==> src/rtl/tag_sram_pkg.sv <==
// Shared defaults and enums for the tag SRAM access controller.
// The optional post-reset clear sweep is enabled by defining TAG_SRAM_CLEAR_EN.
package tag_sram_pkg;

  localparam int ADDR_W = 5;
  localparam int DEPTH  = 32;
  localparam int DATA_W = 64;

  typedef enum logic {
    ST_INIT,
    ST_RUN
  } tag_sram_state_e;

  typedef enum logic [1:0] {
    GNT_NONE,
    GNT_RD,
    GNT_WR
  } tag_sram_grant_e;

endpackage

==> src/rtl/tag_sram_rr_arb.sv <==
// Two-way round-robin arbiter between the lookup read and refill write ports.
// Handshake: a requester is served in the cycle its one-hot grant bit is high.
module tag_sram_rr_arb (
  input  logic       clock,
  input  logic       reset,
  input  logic       en,
  input  logic       req_rd,
  input  logic       req_wr,
  output logic [1:0] gnt      // [0] read, [1] write
);

  logic last_wr;

  always_comb begin
    gnt = 2'b00;
    if (en) begin
      if (req_rd && (!req_wr || last_wr)) gnt = 2'b01;
      else if (req_wr)                    gnt = 2'b10;
    end
  end

  // Pointer moves only on contention; starting at "write last" lets a read win first.
  always_ff @(posedge clock) begin
    if (reset) begin
      last_wr <= 1'b1;
    end else if (en && req_rd && req_wr) begin
      last_wr <= gnt[1];
    end
  end

endmodule

==> src/rtl/tag_sram_ctrl.sv <==
// Single-port controller for a 32x64 tag SRAM macro: read/write arbitration,
// one-cycle read response, optional post-reset clear sweep (TAG_SRAM_CLEAR_EN).
module tag_sram_ctrl #(
  parameter int ADDR_W = tag_sram_pkg::ADDR_W,
  parameter int DEPTH  = tag_sram_pkg::DEPTH,
  parameter int DATA_W = tag_sram_pkg::DATA_W
) (
  input  logic              clock,
  input  logic              reset,
  input  logic              rd_valid,
  output logic              rd_ready,
  input  logic [ADDR_W-1:0] rd_addr,
  output logic              rd_resp_valid,
  output logic [DATA_W-1:0] rd_resp_data,
  input  logic              wr_valid,
  output logic              wr_ready,
  input  logic [ADDR_W-1:0] wr_addr,
  input  logic [DATA_W-1:0] wr_data,
  output logic              init_done,
  output logic [ADDR_W-1:0] sram_A,
  output logic              sram_CSB,
  output logic              sram_WEB,
  output logic              sram_OEB,
  output logic [DATA_W-1:0] sram_I,
  input  logic [DATA_W-1:0] sram_O
);

  import tag_sram_pkg::*;

  if (DEPTH != (1 << ADDR_W)) begin : g_depth_check
    $error("tag_sram_ctrl: DEPTH must equal 2**ADDR_W");
  end

  logic              run;
  logic              sweep;
  logic [ADDR_W-1:0] sweep_idx;
  logic [1:0]        gnt;
  tag_sram_grant_e   grant;
  logic [ADDR_W-1:0] a_q;
  logic [DATA_W-1:0] i_q;
  logic              resp_q;

`ifdef TAG_SRAM_CLEAR_EN
  tag_sram_state_e   state_q, state_d;
  logic [ADDR_W-1:0] clr_idx;

  always_ff @(posedge clock) begin
    if (reset) begin
      state_q <= ST_INIT;
      clr_idx <= '0;
    end else begin
      state_q <= state_d;
      if (state_q == ST_INIT) clr_idx <= clr_idx + 1'b1;
    end
  end

  always_comb begin
    state_d = state_q;
    if (state_q == ST_INIT && clr_idx == ADDR_W'(DEPTH - 1)) state_d = ST_RUN;
  end

  assign run       = (state_q == ST_RUN);
  assign sweep     = (state_q == ST_INIT) && !reset;
  assign sweep_idx = clr_idx;
  assign init_done = run;
`else
  assign run       = 1'b1;
  assign sweep     = 1'b0;
  assign sweep_idx = '0;
  assign init_done = 1'b1;
`endif

  tag_sram_rr_arb u_arb (
    .clock  (clock),
    .reset  (reset),
    .en     (run && !reset),
    .req_rd (rd_valid),
    .req_wr (wr_valid),
    .gnt    (gnt)
  );

  always_comb begin
    grant = GNT_NONE;
    if (gnt[0])      grant = GNT_RD;
    else if (gnt[1]) grant = GNT_WR;
  end

  // Idle cycles replay the last address/data so the macro inputs stay quiet.
  always_comb begin
    sram_CSB = 1'b1;
    sram_WEB = 1'b1;
    sram_A   = a_q;
    sram_I   = i_q;
    rd_ready = 1'b0;
    wr_ready = 1'b0;
    if (sweep) begin
      sram_CSB = 1'b0;
      sram_WEB = 1'b0;
      sram_A   = sweep_idx;
      sram_I   = '0;
    end else begin
      case (grant)
        GNT_RD: begin
          sram_CSB = 1'b0;
          sram_A   = rd_addr;
          rd_ready = 1'b1;
        end
        GNT_WR: begin
          sram_CSB = 1'b0;
          sram_WEB = 1'b0;
          sram_A   = wr_addr;
          sram_I   = wr_data;
          wr_ready = 1'b1;
        end
        default: ;
      endcase
    end
  end

  always_ff @(posedge clock) begin
    if (reset) begin
      a_q    <= '0;
      i_q    <= '0;
      resp_q <= 1'b0;
    end else begin
      a_q    <= sram_A;
      i_q    <= sram_I;
      resp_q <= (grant == GNT_RD);
    end
  end

  // A reset arriving while a response is pending suppresses it immediately.
  assign rd_resp_valid = resp_q && !reset;
  assign sram_OEB      = !rd_resp_valid;
  assign rd_resp_data  = rd_resp_valid ? sram_O : '0;

endmodule
==> config.mk <==
export PLATFORM = sky130hd
export DESIGN_NAME = tag_sram_ctrl
export DESIGN_NICKNAME = d
export VERILOG_FILES = /design/src/rtl/tag_sram_pkg.sv /design/src/rtl/tag_sram_rr_arb.sv /design/src/rtl/tag_sram_ctrl.sv
export SDC_FILE = /design/constraint.sdc
export NUM_CORES = 1
export LEC_CHECK = 0
export ABC_AREA = 1
export ABC_CLOCK_PERIOD_IN_PS = 1200
export CAP_MARGIN = 0
export CORE_MARGIN = 4
export CORE_UTILIZATION = 25
export CTS_CLUSTER_SIZE = 24
export DETAILED_ROUTE_END_ITERATION = 6
export GPL_TIMING_DRIVEN = 0
export PLACE_DENSITY_LB_ADDON = 0.05
export SLEW_MARGIN = 20
export SYNTH_ARGS = -nofsm -noshare
export SYNTH_HDL_FRONTEND = slang
export SYNTH_SLANG_ARGS = --single-unit
==> constraint.sdc <==
create_clock -name clock -period 1.2 [get_ports clock]
set_input_delay 0.24 -clock clock [delete_from_list [all_inputs] [get_ports clock]]
set_output_delay 0.24 -clock clock [all_outputs]
set_load 0.05 [all_outputs]
* Word level (Yosys, flattened, before mapping)
Cells that the tools add are included.
** Word-level totals
- Bits in registers :: 71
- Input port bits :: 142
- Output and inout port bits :: 140
- Word-level logic and storage cells :: 27
** Operators by class
- Equality and inequality tests :: 2
- Muxes and demuxes :: 12
- Reductions and logical operators :: 9
** Operator list (count)
- 64-bit two-way mux :: 2
- 2-bit two-way mux :: 5
- 5-bit one-hot mux with 2 select lines :: 1
- 1-bit logical AND :: 4
- 1-bit two-way mux :: 4
- 1-bit zero test :: 3
- 2-bit by 1-bit == test with 1-bit output, second input constant :: 1
- 2-bit == test, second input constant :: 1
- 2-bit OR reduction :: 1
- 1-bit logical OR :: 1

* Logic depth before layout (Yosys ltp)
Gate-level depths: netlist (run 1).
- Depth in word-level cells :: 10
- Gate-level depth with buffers :: 10
- Mapped depth without buffers :: 7

* Hierarchy
Synthesis (run 1) repeated with hierarchy kept, for this count alone.
** Unflattened totals
- Cells, all modules :: 599
- Area total of the unflattened synthesis :: 4257.8 um^2
** Modules (own cells, without submodules)
- tag_sram_ctrl :: instances 1, cells each 588, area each 4191.5 um^2, seq. area each 1401.3 um^2
- tag_sram_rr_arb :: instances 1, cells each 11, area each 66.3 um^2, seq. area each 20.0 um^2

* Worst setup path before layout (run 1)
Ideal clock, no wire load.
- Kind :: input port to output port
- Start :: input port reset
- End :: output port rd_resp_data[55]
- Data arrival time :: 1.652 ns
- Required time :: 0.960 ns
- Path slack :: -0.692 ns
- Cell stages on the path :: 5
- Path buffers :: 2
- Path through :: buf_6 > inv_6 > nand2_1 > clkbuf_1 > nor2_1
** Between the ends
- Longest elaborated chain between the ends :: 3
** Ends and longest elaborated chain
- from (decl) :: line tag_sram_ctrl.sv:9 : input logic reset,
- 1-bit zero test :: line tag_sram_ctrl.sv:133 : assign rd_resp_valid = resp_q && !reset;
- 1-bit logical AND :: line tag_sram_ctrl.sv:133
- 64-bit two-way mux :: line tag_sram_ctrl.sv:135 : assign rd_resp_data = rd_resp_valid ? sram_O : '0;
- to (decl) :: line tag_sram_ctrl.sv:14 : output logic [DATA_W-1:0] rd_resp_data,
No other way between the ends.

* Final worst setup path (run 1)
- Start :: register u_arb.last_wr
- End :: output port sram_I[41]
** Between the ends
- Longest elaborated chain between the ends :: 8
** Ends and longest elaborated chain
- from (decl) :: line tag_sram_rr_arb.sv:12 : logic last_wr;
- from (signal assigned) :: line tag_sram_rr_arb.sv:27 : last_wr <= gnt[1];
- 1-bit logical OR (*) :: line tag_sram_rr_arb.sv:17 : if (req_rd && (!req_wr || last_wr)) gnt = 2'b01;
- 1-bit logical AND (*) :: line tag_sram_rr_arb.sv:17
- 2-bit two-way mux (*) :: line tag_sram_rr_arb.sv:17
- 2-bit two-way mux (*) :: line tag_sram_rr_arb.sv:16 : if (en) begin
- 2-bit two-way mux :: line tag_sram_ctrl.sv:85 : else if (gnt[1]) grant = GNT_WR;
- 2-bit two-way mux (*) :: line tag_sram_ctrl.sv:84 : if (gnt[0]) grant = GNT_RD;
- 2-bit == test (*) :: line tag_sram_ctrl.sv:102 : case (grant)
- 64-bit two-way mux (*) :: line tag_sram_ctrl.sv:102
- to (decl) :: line tag_sram_ctrl.sv:24 : output logic [DATA_W-1:0] sram_I,
Mark *: on every way between the ends. The rest lies on a longest branch, timed or not.

==> impl_metrics.py, run 1 <==
metrics = {
    "sta": {
        "period_share": 1.573,
        "clock_skew_ns": 0.003049,
        "min_period_ns": 1.888,
        "worst_pin_slew_ns": 0.5414,
        "rsz0062_at_grt": "yes",
        "hold_ws_ns": 0.1886,
        "hold_viol": 0,
        "setup_viol": 207,
        "worst_slack_ns": -0.6881,
        "fmax_ghz": 0.5296,
        "max_slew_margin": 0.6391,
        "slew_violations": 0,
        "fin_setup_tns_ns": -82.23,
    },
    "clock_tree": {
        "cts_buffer_depth": 2,
        "cts_made_buffers": 9,
        "clk_pin_slew_ns": 0.06,
        "cts-root-buf": "clkbuf_16",
        "postCtsHoldBufs": 0,
        "htreeDepth": 3,
        "insertion_delay_ns": 0.33,
        "cts_tree": "built",
        "cts.sinks": 71,
    },
    "critical_path": {
        "path_class": "reg2out",
        "setup.worst_path.start_class": "flip-flop",
        "timing.rr.start": "u_arb.last_wr$_SDFFE_PP1P_",
        "rrSetupSlack_ns": -0.31,
        "arrival_ns": 1.65,
        "reg2reg_depth": 11,
        "cp_max_fo": 8,
        "worstPathRequired_ns": 0.96,
        "timing.rr.end": "i_q[10]$_SDFF_PP0_",
        "worstPathCellList": "inv_2, nand2_4, nand2_8, nand2_8, buf_16, buf_16, o21ai_4, inv_4, buf_6",
        "crit_slowest_cell": "dfxtp_2",
        "crit_path_end_kind": "primary output",
        "max_stage_delay_ns": 0.32,
    },
    "route": {
        "antenna_left": 0,
        "via_per_inst": 4.178,
        "num_vias": 4884,
        "first_iter_violations": 102,
        "drtPass1Iterations": 4,
        "drt_wl_total_um": 17270,
        "post_drt_wl_per_cell_um": 14.78,
        "drc_errors": 0,
    },
    "finish": {
        "drive_gt1_frac": 0.5518,
        "stdcell_area_um2": 10610,
        "final_nets": 1121,
        "fin_cells": 1169,
        "num-fill-cells": 1053,
        "area_growth_syn_to_layout_pct": 181.9,
    },
    "power": {
        "p_leak_nw": 4.936,
        "power.internal_mw": 6.591,
        "powerDensity_nw_per_um2": 945.6,
        "p_seq_frac": 0.252,
        "p_sw_mw": 3.440,
        "p_comb_frac": 0.441,
        "vdd_drop_max_mv": 0.6944,
        "swShare": 0.3429,
        "power_mw": 10.03,
        "clock_power_share": 0.306,
    },
    "synthesis": {
        "synthTopCellsByCount": "inv_1 (208), nor2_1 (143), nand2_1 (72)",
        "yosysUniqueCellTypes": 19,
        "synth_top_area_frac": 0.3777,
        "syn_area_um2": 3764,
        "synthMostInstantiatedCell": "inv_1",
        "yosysSeqAreaShare": 0.3777,
        "syn_area_per_cell_um2": 6.180,
        "ys.flop_type": "dfxtp_1",
        "async_flop_share": 0,
        "yosysTopAreaCell": "dfxtp_1",
        "syn-num-nets": 751,
        "yosysWarnings": 0,
        "synth-edff-count": 0,
        "synth_cells": 609,
        "ys_seq_elements": 71,
        "ys_top_cells_by_area": "dfxtp_1 (38%), inv_1 (21%), nor2_1 (14%), nand2_1 (7.2%), o21ai_2 (6.3%)",
    },
    "grt": {
        "antenna_found_initial": 0,
        "grt_overflow_total": 0,
        "grt_max_degree": 13,
        "grt_pass1_wl_um": 24530,
        "grt_use_total": 0.1828,
        "grt_pass1_vias": 4868,
    },
    "hold_path": {
        "holdPathEnd": "u_arb.last_wr$_SDFFE_PP1P_",
        "min_from": "reset",
        "whs_path_depth": 3,
        "hold_class": "in2reg",
    },
    "floorplan": {
        "start_util": 0.2570,
        "dieHeight_um": 130.7,
        "die_x_um": 130.7,
        "core_um2": 14640,
        "num_io_pins": 282,
        "dieArea_um2": 17080,
        "rows": 44,
    },
    "place": {
        "place_hpwl_um": 11850,
        "place_area_um2": 8004,
        "portBuffers": 278,
        "place_congestion": 0.7727,
        "dpl.cell_count": 1071,
    },
    "status": {
        "violations": "setup timing",
        "outcome": "complete, but fails checks",
    },
    "flow_run": {
        "drv_cap": 0,
    },
}
layout make-up:
class / count / area [um^2] / area share
sequential: 71 / 1426 / 0.1345
inverter: 210 / 968.4 / 0.09128
antenna: 1 / 2.502 / 0.0002359
timing repair buffer: 362 / 4443 / 0.4188
clock inverter: 6 / 107.6 / 0.01014
buffer: 28 / 416.7 / 0.03927
tap: 184 / 230.2 / 0.02170
multi-input combinational: 297 / 2775 / 0.2616
clock buffer: 10 / 239.0 / 0.02253
through the flow:
step / utilization / setup slack [ns]
floorplan: - / -0.2451
global placement: 0.5466 / -1.567
detailed placement: 0.5466 / -1.579
CTS: 0.6676 / -0.7038
global route: 0.7243 / -0.7797
finish: 0.7245 / -0.6881
kinds of logic after synthesis:
family / after synthesis / synth area share
buffers and inverters: 241 / 0.2673
AND/OR/NAND/NOR: 231 / 0.2400
flip-flops: 71 / 0.3777
AO/OA/AOI/OAI: 65 / 0.1140
other: 1 / 0.0009964
power by group through the flow:
stage | logic, mW | registers (mW) | clock network, mW
6_report | 4.43 | 2.53 | 3.07
5_1_grt | 4.66 | 2.54 | 3.24
4_1_cts | 4.06 | 2.53 | 3.14
3_5_place_dp | 3.38 | 2.58 | 0
3_3_place_gp | 3.35 | 2.58 | 0
2_1_floorplan | 2.18 | 2.57 | 0
layer usage:
layer	part of all wire	track usage
met1	0.36	0.1935
met2	0.55	0.3479
met3	0.076	0.05528
met4	0.021	0.05142
met5	0	0
flip-flops by register name (all words and copies together) (netlist names):
| name | count |
|---|---|
| a_q | 5 |
| u_arb.last_wr | 1 |
| i_q | 64 |
| resp_q | 1 |
cell usage in the layout (no fill, tap or decap):
master,netlist,final
diode_2,0,1
inv_1,208,136
nor2_2,0,11
bufinv_16,0,3
clkinv_2,0,2
buf_12,0,19
clkdlybuf4s50_1,0,138
o21ai_4,0,57
o21ai_2,27,7
nor2_4,0,64
nand4_1,5,5
nand3_1,7,6
nand2_8,0,3
nand3_2,0,1
inv_4,1,64
nand2_4,1,33
nand2_2,3,31
buf_8,0,96
dfxtp_4,0,1
conb_1,1,1
buf_2,6,1
inv_12,0,1
inv_2,0,7
buf_6,11,78
dlygate4sd2_1,0,1
clkbuf_1,12,7
buf_4,1,31
buf_16,0,12
clkbuf_8,0,1
nor2_1,143,68
clkinvlp_4,0,3
nand2_1,72,9
dfxtp_1,71,69
clkbuf_16,0,16
dfxtp_2,0,1
o211ai_1,1,1
how the worst max path moves through the flow:
stage	startpoint	end	slack (ns)	depth (start not counted)
global placement	wr_valid	sram_I[3]	-1.57	10
floorplan	u_arb.last_wr$_SDFFE_PP1P_	wr_ready	-0.25	7
detailed placement	wr_valid	sram_I[58]	-1.58	10
CTS	u_arb.last_wr$_SDFFE_PP1P_	sram_I[50]	-0.70	9
finish	u_arb.last_wr$_SDFFE_PP1P_	sram_I[41]	-0.69	9
global route	u_arb.last_wr$_SDFFE_PP1P_	sram_I[37]	-0.78	9
critical path: cells and delay by family (launching register included):
family | cells | cell delay [ns]
buf+inv | 5 | 0.58
flops | 1 | 0.32
simple gates | 3 | 0.26
compound gates | 1 | 0.17
repair_timing:
| action | CTS | global route |
|---|---|---|
| pin swaps | 33 | 50 |
| gates resized for setup | 1113 | 145 |
| buffers inserted | 46 | 26 |
| endpoints found under the hold margin | 0 | 0 |
| cloned | 11 | 5 |
| setup endpoints to repair | 209 | 209 |
Power figures use the tool's default switching activity.
==> run 2: changes to the inputs <==
--- a/config.mk
+++ b/config.mk
@@ -10,6 +10,7 @@
 export CAP_MARGIN = 0
 export CORE_MARGIN = 4
 export CORE_UTILIZATION = 25
+export CTS_CLUSTER_DIAMETER = 40
 export CTS_CLUSTER_SIZE = 24
 export DETAILED_ROUTE_END_ITERATION = 6
 export GPL_TIMING_DRIVEN = 0
@@ -17,4 +18,5 @@
 export SLEW_MARGIN = 20
 export SYNTH_ARGS = -nofsm -noshare
 export SYNTH_HDL_FRONTEND = slang
+export SYNTH_HIERARCHICAL = 1
 export SYNTH_SLANG_ARGS = --single-unit
==> impl_metrics.py, run 2 <==
metrics = {
    "place": {
        "portBuffers": 280,
        "place_area_um2": 8496,
        "place_hpwl_um": 12330,
        "pre_cts_ws_ns": -2.089,
        "place_congestion": 0.8564,
    },
    "grt": {
        "grt_use_total": 0.1691,
        "grt_max_degree": 13,
        "grt_overflow_total": 0,
        "grt_pass1_vias": 4978,
        "grt_pass1_wl_um": 26530,
        "antenna_found_initial": 0,
    },
    "finish": {
        "final_nets": 1138,
        "drive_gt1_frac": 0.6374,
        "postLayoutCoreUtil": 0.6593,
        "final_common_cell": "clkdlybuf4s50_1",
        "largest_register_ffs": 64,
        "regMostFlops": "i_q",
        "layout_top_registers": "i_q: 64 flops, a_q: 5 flops",
        "final_cell_mix": "clkdlybuf4s50_1 (138), inv_1 (134), buf_6 (109)",
        "diodes": 0,
        "stdcell_area_um2": 10970,
        "area_growth_syn_to_layout_pct": 157.7,
    },
    "status": {
        "violations": "setup timing",
        "outcome": "complete, but fails checks",
    },
    "synthesis": {
        "synth_cells": 599,
        "ys_seq_elements": 71,
        "yosysUniqueCellTypes": 21,
        "synthMostInstantiatedCell": "inv_1",
        "yosysWarnings": 6,
        "synthTopCellsByCount": "inv_1 (200), dfxtp_1 (71), nor2_1 (71)",
        "ys.flop_type": "dfxtp_1",
        "syn_area_um2": 4258,
        "synth_top_area_frac": 0.3338,
        "yosysTopAreaCell": "dfxtp_1",
        "synth-edff-count": 0,
        "syn_area_per_cell_um2": 7.108,
        "syn-num-nets": 741,
        "ys_top_cells_by_area": "dfxtp_1 (33%), inv_1 (18%), o21ai_2 (13%), nor2_2 (8.7%), nand2_2 (7.2%)",
        "yosysSeqAreaShare": 0.3338,
        "async_flop_share": 0,
    },
    "clock_tree": {
        "postCtsHoldBufs": 0,
        "clk_pin_slew_ns": 0.06,
        "cts-root-buf": "clkbuf_16",
        "insertion_delay_ns": 0.33,
        "htreeDepth": 3,
        "cts_tree": "built",
        "cts.sinks": 71,
        "cts_buffer_depth": 2,
        "cts_made_buffers": 9,
    },
    "route": {
        "post_drt_wl_per_cell_um": 14.11,
        "drc_errors": 0,
        "drt_wl_total_um": 17230,
        "drtPass1Iterations": 4,
        "num_vias": 4875,
        "via_per_inst": 3.993,
        "first_iter_violations": 77,
        "antenna_left": 0,
    },
    "sta": {
        "clock_skew_ns": 0.003883,
        "setup_viol": 209,
        "min_period_ns": 2.123,
        "rsz0062_at_grt": "yes",
        "worst_slack_ns": -0.9225,
        "max_slew_margin": 0.5652,
        "slew_violations": 0,
        "hold_viol": 0,
        "period_share": 1.769,
        "fmax_ghz": 0.4711,
        "worst_pin_slew_ns": 0.6521,
    },
    "critical_path": {
        "crit_path_end_kind": "primary output",
        "cp_max_fo": 8,
        "startpoint": "u_arb/last_wr$_SDFFE_PP1P_",
        "setup.worst_path.start_class": "flip-flop",
        "rrSetupSlack_ns": -0.54,
        "worstPathRequired_ns": 0.96,
        "arrival_ns": 1.88,
        "timing.rr.start": "u_arb/last_wr$_SDFFE_PP1P_",
        "path_class": "reg2out",
    },
    "floorplan": {
        "dieArea_um2": 19180,
        "start_util": 0.2558,
        "num_io_pins": 282,
        "dieHeight_um": 138.5,
        "rows": 47,
        "core_um2": 16640,
        "die_x_um": 138.5,
    },
    "flow_run": {
        "drv_cap": 0,
    },
    "power": {
        "p_leak_nw": 5.075,
        "powerDensity_nw_per_um2": 859.4,
        "vdd_drop_max_mv": 0.5574,
        "power_mw": 9.429,
    },
    "hold_path": {
        "min_from": "reset",
        "hold_class": "in2reg",
    },
}
run 2: final timing paths:
check                           cells after the start                          to
worst min-delay path                                3  u_arb/last_wr$_SDFFE_PP1P_
worst max register to register                     10          i_q[60]$_SDFF_PP0_
worst min register to register                      2  u_arb/last_wr$_SDFFE_PP1P_
worst max-delay path                                9                   sram_I[0]
run 2: layer usage:
layer / up-vias / share of wire / track usage
li1: 2459 / - / -
met1: 2227 / 0.37 / 0.1867
met2: 172 / 0.54 / 0.3135
met3: 17 / 0.074 / 0.05041
met4: 0 / 0.015 / 0.04732
met5: - / 0 / 0
run 2: per-stage QoR:
| step | std cells | hold slack (ns) | TNS (ns) |
|---|---|---|---|
| floorplan | 599 | 0.3481 | -55.32 |
| global placement | 1099 | 0.4617 | -310.42 |
| detailed placement | 1099 | 0.4679 | -311.03 |
| CTS | 1180 | 0.2695 | -123.60 |
| global route | 1221 | 0.1626 | -136.54 |
| finish | 1221 | 0.1541 | -123.25 |
run 2: area by class of cell:
class / instances / area (um^2)
well taps: 220 / 275.3
plain buffers: 27 / 401.6
multi-input cells: 294 / 3027
fillers: 1295 / 5670
repair buffers: 390 / 4606
clock buffers: 10 / 239.0
inverters: 203 / 940.9
flip-flops and latches: 71 / 1424
clock inverters: 6 / 58.81
run 2: worst max-delay path, cell delays in order (launching register included):
cell and delay, ns:
dfxtp_2 0.32, inv_2 0.07, nand2_4 0.06, a21oi_4 0.24, nand2_8 0.12, buf_12 0.19, clkbuf_16 0.17, o21ai_4 0.17
inv_4 0.04, buf_6 0.15
run 2: kinds of logic after synthesis:
family	count (synthesis)	share of synthesized area
compound gates	65	0.1328
buf+inv	234	0.2351
flops	71	0.3338
other cells	1	0.0008807
simple gates	228	0.2974
run 2: repair_timing:
action,4_1_cts,5_1_grt
cloned,6,7
endpoints found under the hold margin,0,0
setup endpoints to repair,209,209
setup buffers,60,40
pin swaps,32,42
gates resized for setup,1095,112
run 2: power by group:
group	total (mW)	internal (mW)	switching [mW]
clock network	2.68	1.66	1.02
registers	2.52	2.49	0.0361
logic	4.23	1.96	2.27
total	9.43	6.10	3.32
